**src/rtl/hcsr04_pkg.sv**
```systemverilog
// -----------------------------------------------------------------------------
// hcsr04_pkg
//
// Shared definitions for the HC-SR04 echo emulator and for sensor_driver:
//   - state_t   : emulator FSM states
//   - *_DEF     : 50 MHz default timing constants and distance limits
//   - max3()    : helper used to size the shared down/up counters
// -----------------------------------------------------------------------------
package hcsr04_pkg;

    typedef enum logic [2:0] {
        IDLE    = 3'd0,
        TRIG_HI = 3'd1,
        BURST   = 3'd2,
        ECHO    = 3'd3,
        HOLDOFF = 3'd4
    } state_t;

    // Timing at 50 MHz
    localparam int TRIG_MIN_CYC_DEF  = 500;      // 10 us minimum trigger
    localparam int BURST_DLY_CYC_DEF = 10000;    // 200 us burst delay
    localparam int CYC_PER_CM_DEF    = 2900;     // 58 us per centimetre
    localparam int TIMEOUT_CYC_DEF   = 1900000;  // 38 ms no-object echo
    localparam int HOLDOFF_CYC_DEF   = 500000;   // 10 ms re-arm dead time

    // Distance limits
    localparam int MIN_CM_DEF        = 2;
    localparam int MAX_CM_DEF        = 400;
    localparam int DIST_W_DEF        = 9;

    function automatic int max3(input int a, input int b, input int c);
        int m;
        m = (a > b) ? a : b;
        return (m > c) ? m : c;
    endfunction

endpackage : hcsr04_pkg

```
**src/rtl/hcsr04_echo_emulator_sync_edge.sv**
```systemverilog
// -----------------------------------------------------------------------------
// sync_edge
//
// Two-flop synchronizer for an asynchronous input followed by a registered
// copy used for edge detection. Reusable for GPIO echo and KEY inputs.
//
// Ports:
//   clk    in   system clock
//   rst_n  in   asynchronous active-low reset (all flops clear to 0)
//   din    in   asynchronous input
//   level  out  synchronized level
//   rise   out  high for one cycle after level goes 0 -> 1
//   fall   out  high for one cycle after level goes 1 -> 0
// -----------------------------------------------------------------------------
module sync_edge (
    input  logic clk,
    input  logic rst_n,
    input  logic din,
    output logic level,
    output logic rise,
    output logic fall
);

    logic meta;
    logic sync;
    logic prev;

    // NOTE: sequential state is updated with non-blocking assignments so every
    // flop samples the pre-edge value of its neighbour, giving a true shift chain.
    always_ff @(posedge clk or negedge rst_n) begin
        if (!rst_n) begin
            meta <= 1'b0;
            sync <= 1'b0;
            prev <= 1'b0;
        end else begin
            meta <= din;
            sync <= meta;
            prev <= sync;
        end
    end

    // Both operands are flops, so the decoded edges are glitch-free.
    assign level = sync;
    assign rise  = sync & ~prev;
    assign fall  = ~sync & prev;

endmodule : sync_edge

```
**src/rtl/hcsr04_echo_emulator.sv**
```systemverilog
// -----------------------------------------------------------------------------
// hcsr04_echo_emulator
//
// Responder side of the HC-SR04 trigger/echo protocol. A trigger of at least
// TRIG_MIN_CYC synchronized cycles is accepted on its falling edge; after a
// fixed burst delay an echo pulse is driven whose width is
// max(distance, MIN_CM) * CYC_PER_CM cycles, or TIMEOUT_CYC when no object
// is present or the distance exceeds MAX_CM. A holdoff follows each echo.
//
// Ports:
//   clk            in   system clock (50 MHz)
//   rst_n          in   asynchronous active-low reset
//   trig           in   trigger from driver, asynchronous
//   distance_cm    in   target distance, sampled at trigger acceptance
//   object_present in   0 forces a timeout echo, sampled with distance_cm
//   echo           out  registered echo pulse
//   busy           out  high from trigger acceptance until end of holdoff
//   short_trig     out  one-cycle pulse when a trigger is too short
//   trig_ignored   out  one-cycle pulse on a trigger rise while busy
//   meas_count     out  completed echoes, wrapping 16-bit count
//
// Timing (cycle 0 = edge where the first synchronizer flop captures trig=0):
//   edge 1            : synchronized level falls, fall strobe visible
//   edge 2            : trigger accepted, BURST entered, busy set
//   edge 3+BURST_DLY  : echo rises
// -----------------------------------------------------------------------------
module hcsr04_echo_emulator
    import hcsr04_pkg::*;
#(
    parameter int TRIG_MIN_CYC  = TRIG_MIN_CYC_DEF,
    parameter int BURST_DLY_CYC = BURST_DLY_CYC_DEF,
    parameter int CYC_PER_CM    = CYC_PER_CM_DEF,
    parameter int MIN_CM        = MIN_CM_DEF,
    parameter int MAX_CM        = MAX_CM_DEF,
    parameter int TIMEOUT_CYC   = TIMEOUT_CYC_DEF,
    parameter int HOLDOFF_CYC   = HOLDOFF_CYC_DEF,
    parameter int DIST_W        = DIST_W_DEF
) (
    input  logic              clk,
    input  logic              rst_n,
    input  logic              trig,
    input  logic [DIST_W-1:0] distance_cm,
    input  logic              object_present,
    output logic              echo,
    output logic              busy,
    output logic              short_trig,
    output logic              trig_ignored,
    output logic [15:0]       meas_count
);

    // One general-purpose counter covers burst delay, timeout echo and
    // holdoff; it is wide enough for the largest of the three.
    localparam int MAX_CYC = max3(TIMEOUT_CYC, HOLDOFF_CYC, BURST_DLY_CYC);
    localparam int CNT_W   = $clog2(MAX_CYC + 1);
    localparam int TW      = $clog2(TRIG_MIN_CYC + 1);
    localparam int SUB_W   = $clog2(CYC_PER_CM + 1);

    localparam logic [CNT_W-1:0]  BURST_LAST   = CNT_W'(BURST_DLY_CYC);
    localparam logic [CNT_W-1:0]  TIMEOUT_LAST = CNT_W'(TIMEOUT_CYC - 1);
    localparam logic [CNT_W-1:0]  HOLD_LAST    = CNT_W'(HOLDOFF_CYC - 1);
    localparam logic [SUB_W-1:0]  SUB_LAST     = SUB_W'(CYC_PER_CM - 1);
    localparam logic [TW-1:0]     TRIG_MIN     = TW'(TRIG_MIN_CYC);
    localparam logic [DIST_W-1:0] DIST_MIN     = DIST_W'(MIN_CM);
    localparam logic [DIST_W-1:0] DIST_MAX     = DIST_W'(MAX_CM);

    // -------------------------------------------------------------------------
    // Trigger synchronizer and edge detect
    // -------------------------------------------------------------------------
    logic trig_level;
    logic trig_rise;
    logic trig_fall;

    sync_edge u_trig_sync (
        .clk   (clk),
        .rst_n (rst_n),
        .din   (trig),
        .level (trig_level),
        .rise  (trig_rise),
        .fall  (trig_fall)
    );

    // -------------------------------------------------------------------------
    // State and counters
    // -------------------------------------------------------------------------
    state_t            state;
    logic [CNT_W-1:0]  cnt;
    logic [SUB_W-1:0]  sub_cnt;      // cycles within the current centimetre
    logic [DIST_W-1:0] cm_cnt;       // centimetres already emitted
    logic [DIST_W-1:0] cm_target;    // clamped latched distance
    logic              timeout_sel;  // latched "no object / out of range"
    logic [TW-1:0]     trig_width;

    // Echo length decision taken from the live inputs at acceptance time;
    // only the registered copies steer the pulse afterwards.
    logic              accept_timeout;
    logic [DIST_W-1:0] accept_cm;
    logic              echo_done;

    // NOTE: every signal assigned in a combinational block gets a default
    // first, so no path leaves it unassigned and no latch is inferred.
    always_comb begin
        accept_timeout = 1'b0;
        accept_cm      = distance_cm;
        echo_done      = 1'b0;

        if (!object_present || (distance_cm > DIST_MAX)) begin
            accept_timeout = 1'b1;
        end
        if (distance_cm < DIST_MIN) begin
            accept_cm = DIST_MIN;
        end

        // Last echo-high cycle: either the flat timeout count or the final
        // sub-cycle of the final centimetre.
        if (timeout_sel) begin
            echo_done = (cnt == TIMEOUT_LAST);
        end else begin
            echo_done = (sub_cnt == SUB_LAST) &&
                        (cm_cnt == cm_target - DIST_W'(1));
        end
    end

    // -------------------------------------------------------------------------
    // FSM with registered outputs
    // -------------------------------------------------------------------------
    // NOTE: every flop here, including the latched distance, is cleared by the
    // asynchronous reset; that also drops echo immediately mid-pulse.
    always_ff @(posedge clk or negedge rst_n) begin
        if (!rst_n) begin
            state        <= IDLE;
            echo         <= 1'b0;
            busy         <= 1'b0;
            short_trig   <= 1'b0;
            trig_ignored <= 1'b0;
            meas_count   <= 16'd0;
            cnt          <= '0;
            sub_cnt      <= '0;
            cm_cnt       <= '0;
            cm_target    <= '0;
            timeout_sel  <= 1'b0;
            trig_width   <= '0;
        end else begin
            short_trig   <= 1'b0;
            trig_ignored <= 1'b0;

            case (state)
                IDLE: begin
                    if (trig_rise) begin
                        state      <= TRIG_HI;
                        trig_width <= TW'(1);
                    end
                end

                TRIG_HI: begin
                    if (trig_fall) begin
                        if (trig_width >= TRIG_MIN) begin
                            state       <= BURST;
                            busy        <= 1'b1;
                            cnt         <= '0;
                            timeout_sel <= accept_timeout;
                            cm_target   <= accept_cm;
                        end else begin
                            state      <= IDLE;
                            short_trig <= 1'b1;
                        end
                    end else if (trig_level && (trig_width < TRIG_MIN)) begin
                        // Saturates so a stuck-high trigger never wraps.
                        trig_width <= trig_width + TW'(1);
                    end
                end

                BURST: begin
                    trig_ignored <= trig_rise;
                    if (cnt == BURST_LAST) begin
                        state   <= ECHO;
                        echo    <= 1'b1;
                        cnt     <= '0;
                        sub_cnt <= '0;
                        cm_cnt  <= '0;
                    end else begin
                        cnt <= cnt + CNT_W'(1);
                    end
                end

                ECHO: begin
                    trig_ignored <= trig_rise;
                    if (echo_done) begin
                        state      <= HOLDOFF;
                        echo       <= 1'b0;
                        meas_count <= meas_count + 16'd1;
                        cnt        <= '0;
                    end else if (timeout_sel) begin
                        cnt <= cnt + CNT_W'(1);
                    end else if (sub_cnt == SUB_LAST) begin
                        // Nested counting replaces a distance multiplier.
                        sub_cnt <= '0;
                        cm_cnt  <= cm_cnt + DIST_W'(1);
                    end else begin
                        sub_cnt <= sub_cnt + SUB_W'(1);
                    end
                end

                HOLDOFF: begin
                    trig_ignored <= trig_rise;
                    if (cnt == HOLD_LAST) begin
                        state <= IDLE;
                        busy  <= 1'b0;
                    end else begin
                        cnt <= cnt + CNT_W'(1);
                    end
                end

                default: begin
                    state <= IDLE;
                    echo  <= 1'b0;
                    busy  <= 1'b0;
                end
            endcase
        end
    end

endmodule : hcsr04_echo_emulator

```
**config.mk**
```make
export PLATFORM = sky130hd
export DESIGN_NAME = hcsr04_echo_emulator
export DESIGN_NICKNAME = d
export VERILOG_FILES = /design/src/rtl/hcsr04_pkg.sv /design/src/rtl/hcsr04_echo_emulator_sync_edge.sv /design/src/rtl/hcsr04_echo_emulator.sv
export SDC_FILE = /design/constraint.sdc
export NUM_CORES = 1
export LEC_CHECK = 0
export BUFFER_PORTS_ARGS = -buffer_cell sky130_fd_sc_hd__buf_4
export CORE_ASPECT_RATIO = 0.5
export CORE_MARGIN = 5
export CORE_UTILIZATION = 27
export CTS_CLUSTER_DIAMETER = 50
export DETAILED_ROUTE_END_ITERATION = 10
export PLACE_DENSITY = 0.44
export SETUP_SLACK_MARGIN = 0.02
export SKIP_CTS_REPAIR_TIMING = 1
export SYNTH_ARGS = -nofsm -noshare
export SYNTH_HDL_FRONTEND = slang
export SYNTH_SLANG_ARGS = --single-unit
```
**constraint.sdc**
```tcl
create_clock -name clk -period 3.3 [get_ports clk]
set_input_delay 0.165 -clock clk [delete_from_list [all_inputs] [get_ports clk]]
set_output_delay 0.165 -clock clk [all_outputs]
set_load 0.01 [all_outputs]
```
Word-level counts from Yosys, hierarchy flattened
Index checks and enable logic that the tools add are counted.
W data, S select, Z words.
{ "op_classes": {"add_sub_neg": 6, "n_reduce_logical": 20, "shift": 0, "div": 0, "n_eq_ne": 22, "mux": 42, "bitwise": 6, "multipliers": 0, "order_cmp": 4} }
{ "ops": {"columns": ["cell", "count"], "rows": [
  ["$mux W21", 6],
  ["$pmux W21 S4", 1],
  ["$mux W9", 8],
  ["$mux W12", 4],
  ["$pmux W9 S2", 2],
  ["$ne A2 B2 Y1 const B", 12],
  ["$pmux W12 S2", 1],
  ["$add A21 B1 Y21 const B", 1],
  ["$eq A21 B14 Y1 const B", 1],
  ["$eq A21 B19 Y1 const B", 1],
  ["$eq A21 B21 Y1 const B", 1],
  ["$add A9 B1 Y9 const B", 2],
  ["$add A16 B1 Y16 const B", 1],
  ["$mux W3", 5],
  ["$pmux W3 S5", 1],
  ["$reduce_and A5 Y1", 3],
  ["$add A12 B1 Y12 const B", 1],
  ["$eq A12 B12 Y1 const B", 1],
  ["$reduce_and A4 Y1", 3],
  ["$mux W1", 11],
  ["$eq A9 B9 Y1", 1],
  ["$ge A9 B9 Y1 const B", 1],
  ["$gt A9 B9 Y1 const B", 1],
  ["$lt A9 B2 Y1 const B", 1],
  ["19 further kinds", 30]
]} }
{ "totals": {"output_inout_bits": 20, "rom_bits": 0, "ramBits": 0, "latchBits": 0, "reg_bits": 87, "n_memories": 0, "word_cells": 115} }

Depth between registers and ports, before layout
{ "logic_depth": {"depth_word": 6, "mapped_depth": 10} }

Cells and area by module
A second synthesis with hierarchy kept.
{ "hier_totals": {"cells_unflattened": 552, "area_unflattened_um2": 4988.5} }
{ "by_module_without_submodules": {"columns": ["module", "instances", "seq_area_each_um2", "area_each_um2", "cells_each"], "rows": [
  ["hcsr04_echo_emulator", 1, 2102.0, 4898.4, 547],
  ["sync_edge", 1, 75.1, 90.1, 5]
]} }

Worst setup path after synthesis
Ideal clock, no wire load.
{ "synth_path": {"kind": "flip-flop to flip-flop", "startpoint": "register cm_target[0]", "endpoint": "register cnt[13]", "stages_incl_launch_ff": 11, "arrival_ns": 2.602, "path_slack_ns": 0.577, "required_ns": 3.179, "n_path_buf": 1, "synth_period_minus_slack_ns": 2.723, "path_cell_list": "dfrtp_1 inv_1 ha_1 nor3b_2 nand2_1 or4_1 a2111oi_1 nor3_1 nor3_2 buf_2 nor2_1"} }
{ "synth_between": {"elab_chain_cells": 6, "word_cells_on_any_way": 8, "cone_classes": "add/sub (1); eq/ne (2); mux (3); reduce/logical (2)"} }
{ "synth_rtl": {"columns": ["item", "line_no", "rtl"], "rows": [
  ["from (decl)", "hcsr04_echo_emulator.sv:89", "logic [DIST_W-1:0] cm_target;"],
  ["from (signal assigned)", "hcsr04_echo_emulator.sv:161", "cm_target <= accept_cm;"],
  ["$sub A9 B1 Y9 *", "hcsr04_echo_emulator.sv:119", "(cm_cnt == cm_target - DIST_W'(1));"],
  ["$eq A9 B9 Y1 *", "hcsr04_echo_emulator.sv:119", null],
  ["$logic_and A1 B1 Y1 *", "hcsr04_echo_emulator.sv:118", "echo_done = (sub_cnt == SUB_LAST) &&"],
  ["$mux W1 *", "hcsr04_echo_emulator.sv:115", "if (timeout_sel) begin"],
  ["$ne A3 B3 Y1 (no line) / $mux W21 (equally long branches)", null, null],
  ["$reduce_and A5 Y1 (no line) / $pmux W21 S4 (equally long branches)", null, null],
  ["to (signal assigned)", "hcsr04_echo_emulator.sv:181", "cnt <= cnt + CNT_W'(1);"],
  ["to (signal assigned)", "hcsr04_echo_emulator.sv:193", "cnt <= cnt + CNT_W'(1);"],
  ["to (signal assigned)", "hcsr04_echo_emulator.sv:209", "cnt <= cnt + CNT_W'(1);"],
  ["to (decl)", "hcsr04_echo_emulator.sv:86", "logic [CNT_W-1:0] cnt;"]
]} }
Every way passes the cells marked *; elsewhere a longest branch is shown, timed or not.
A chain may end at the register's enable or synchronous reset.

Worst setup path after layout
{ "layout_path": {"startpoint": "register cm_target[0]", "endpoint": "register cnt[20]"} }
Same word-level chain as after synthesis.

==> results.md <==
* Peak VDD IR at ~0.00024 V
* Depth of the worst register-to-register path at 9
* Remaining Overflow, GRT at 0
* CTS max path bufs at 2
* Syn Nets at ~550
* Worst slew pin tran at ~0.59 ns
* DR iter-0 viols at 261
* Setup crit end kind: flop
* Comb power frac at 4.3%
* Fraction of layout cells with a size suffix above 1 at approximately 16%
* Wire length per cell at 15.60 um
* Gpl congestion at between 0.8 and 0.9
* Post-synth EDFFs at 0
* # IOs at 33
* DR DRC count at 0
* Worst hold slack at 0.04810 ns
* Final Critical Period at about 3 ns
* DP Wirelength at roughly 9300 um
* Vias in the first global route at between 4000 and 5000
* Power Density at 367.2 nW/um^2
* Crit Path Max Fanout at 16
* Worst-Skew Late Latency at 0.34 ns
* Net Sw Frac at around a quarter
* Final ANT Viol Nets at 0
* Die width at approximately 200 um
* Rel. slew slack at 60.84%
* Max Clock Freq at around 330 MHz
* Synth Area per Inst at 9.221 sq um
* Setup TNS at 0 ns
* Final setup violation count at 0
* Vias per std cell at 5.099
* Yosys cell types at 63
* Post-synth ARST share at 100.0%
* Fin. max-slew vios at 0
* Initial Util at 27.82%
* GRT Overall Usage at between 10% and 20%
* FF/Latch Area at around 2200 sq um
* Synth Register Bits at 87
* First-pass GRT wire length at roughly 22000 um
* Clock buffer count from CTS at 9
* Mapped Area at 4887 sq um
* Clk network pwr share at 44.8%
* H-tree depth at 3
* Fill count at 1834
* End of the worst register-to-register path: cnt[20]
* Area of the multi-input gates at 2577 sq um
* Largest net degree at the start of global routing at 46
* Synth warn at 0
* Clock sink count at 87
* Hold path cells at 3
* Critical path class: flop to flop
* Synth Flop Type: dfrtp_1
* Final Skew at 0.008243 ns
* Hold Crit Start: distance_cm[6]
* Required @ worst endpoint at 3.56 ns
* Post-synthesis sequential area ratio at about 45%
* Sequential power share at 50.9%
* Flop-to-flop setup slack at 0.24 ns
* Arr. time, crit path at 3.32 ns
* Endpoints failing hold at 0
* Leak at 2.459 nW
* CTS tree: done
* Hold endpoint: cm_target[6]
* Die Y at between 100 and 150 um
* Clk slew on worst S/H paths at around 0.070 ns
* Worst Hold Class: input port to flop
* Most frequent cells in the layout: dfrtp_1 (87), buf_4 (53), o21ai_0 (44)
* Core Footprint at 17570 sq um
* Std-Cell Rows at 34
* Port Buffers at 32
* Period utilisation layout at 92.78%
* # diodes at 0
* Outcome: finished clean
* Max_cap viols at 0
* FF-to-FF Start: cm_target[0]
* Int Power at 1.628 mW
* Commonest non-fill, non-tap cell in the layout: dfrtp_1
* # nets final at between 500 and 600
* P_sw at 0.5168 mW
* Synthesis-to-layout area growth at 19.51%
* CTS Root Cell: clkbuf_16
* CP startpoint kind: flop
* Vias at 4156
* DR pass1 iterations at 4
* RSZ-0062 raised after global routing: no
* Cells after Synth at 530
* Initial antenna violation count at 0
* Die Area at ~21000 sq um
* Final wirelength at 12710 um
==> how the worst max path moves through the flow <==
stage,startpoint,to,slack (ns),cells after the start
floorplan,cm_target[0],cnt[13],0.58,10
global placement,cm_target[0],state[0],0.21,10
CTS,cm_target[0],cnt[19],0.15,9
global route,cm_target[0],meas_count[8],0.03,11
finish,cm_target[0],cnt[20],0.24,9
detailed placement,cm_target[0],cnt[19],0.18,9
==> cell type report <==
cell class,count,share of cell area [%]
multi-input cells,402,44.13
flip-flops and latches,87,37.28
repair buffers,57,7.669
well taps,234,5.013
clock buffers,10,3.920
inverters,19,1.221
clock inverters,6,0.7712
==> synth_stat cells, drive strengths merged, types with 3 or more instances <==
| cell type | number | area, sq um |
|---|---|---|
| dfrtp | 87 | 2177 |
| o21ai | 47 | 235.2 |
| nand2 | 41 | 153.9 |
| nor2 | 41 | 153.9 |
| nand3 | 34 | 170.2 |
| xnor2 | 25 | 219.0 |
| nand4 | 23 | 143.9 |
| and3 | 20 | 125.1 |
| inv | 19 | 71.32 |
| a21oi | 18 | 90.09 |
| clkbuf | 15 | 56.30 |
| o31ai | 12 | 90.09 |
| or4 | 11 | 82.58 |
| nor3 | 9 | 50.05 |
| ha | 8 | 100.1 |
| mux2 | 8 | 90.09 |
| nand2b | 8 | 50.05 |
| buf | 7 | 31.28 |
| a2111oi | 6 | 66.32 |
| a211oi | 6 | 45.04 |
| nor4 | 6 | 43.79 |
| xor2 | 6 | 52.55 |
| a31oi | 5 | 31.28 |
| and2 | 5 | 31.28 |
| nor2b | 5 | 31.28 |
| or2 | 5 | 31.28 |
| nor3b | 4 | 35.03 |
| o221ai | 4 | 35.03 |
| o22ai | 4 | 31.28 |
| or3 | 4 | 25.02 |
| nor4b | 3 | 26.28 |
| o211ai | 3 | 22.52 |
| o41ai | 3 | 26.28 |
==> power by group through the flow <==
stage               Clock [mW]  Sequential (mW)  Combinational (mW)
finish                   0.961             1.09              0.0916
detailed placement           0             1.11              0.0927
global placement             0             1.11              0.0912
floorplan                    0             1.11              0.0419
CTS                       1.00             1.09              0.0928
global route              1.03             1.10               0.106
==> metrics by stage <==
step | instance area [sq um] | util (%) | total power, mW | instances | setup WS (ns)
floorplan | 4887 | - | 1.151 | 530 | 0.5766
global placement | 5510 | 31.36 | 1.204 | 796 | 0.2076
detailed placement | 5510 | 31.36 | 1.206 | 796 | 0.1772
CTS | 5784 | 32.92 | 2.186 | 812 | 0.1466
global route | 5841 | 33.24 | 2.235 | 815 | 0.02641
finish | 5841 | 33.24 | 2.145 | 815 | 0.2384
==> cell families (layout without fill, tap and decap cells) <==
kind of cell    Yosys count  in the layout  share of synthesized area, %
compound gates          124            124                         16.64
xor+xnor                 32             32                         6.042
fa+ha+maj                 8              8                         2.048
buf+inv                  41             92                         3.251
flops                    87             87                         44.55
mux                      10             10                         2.253
simple gates            228            228                         25.22
==> metal layers <==
metal	part of all wire [%]	vias to the layer above	track usage, %
met4	0.65	0	2.404
li1	-	2057	-
met1	52	2033	18.51
met2	44	61	18.68
met5	0	-	0
met3	2.7	5	2.228
==> registers in the layout (all words and copies together), names as in the netlist, 3 cells and up <==
register	cells
cnt	21
cm_target	9
trig_width	9
meas_count	16
cm_cnt	9
sub_cnt	12
state	3
==> worst max-delay path: stages, from the launching register on <==
cell     delay (ns)
dfrtp_1        0.41
inv_1          0.08
ha_1           0.17
nor3b_4        0.27
nand2_1        0.11
or4_1          0.53
a211o_1        0.36
a21o_2         0.35
or4_1          0.54
a21oi_1        0.15
Power figures use the tool's default switching activity.
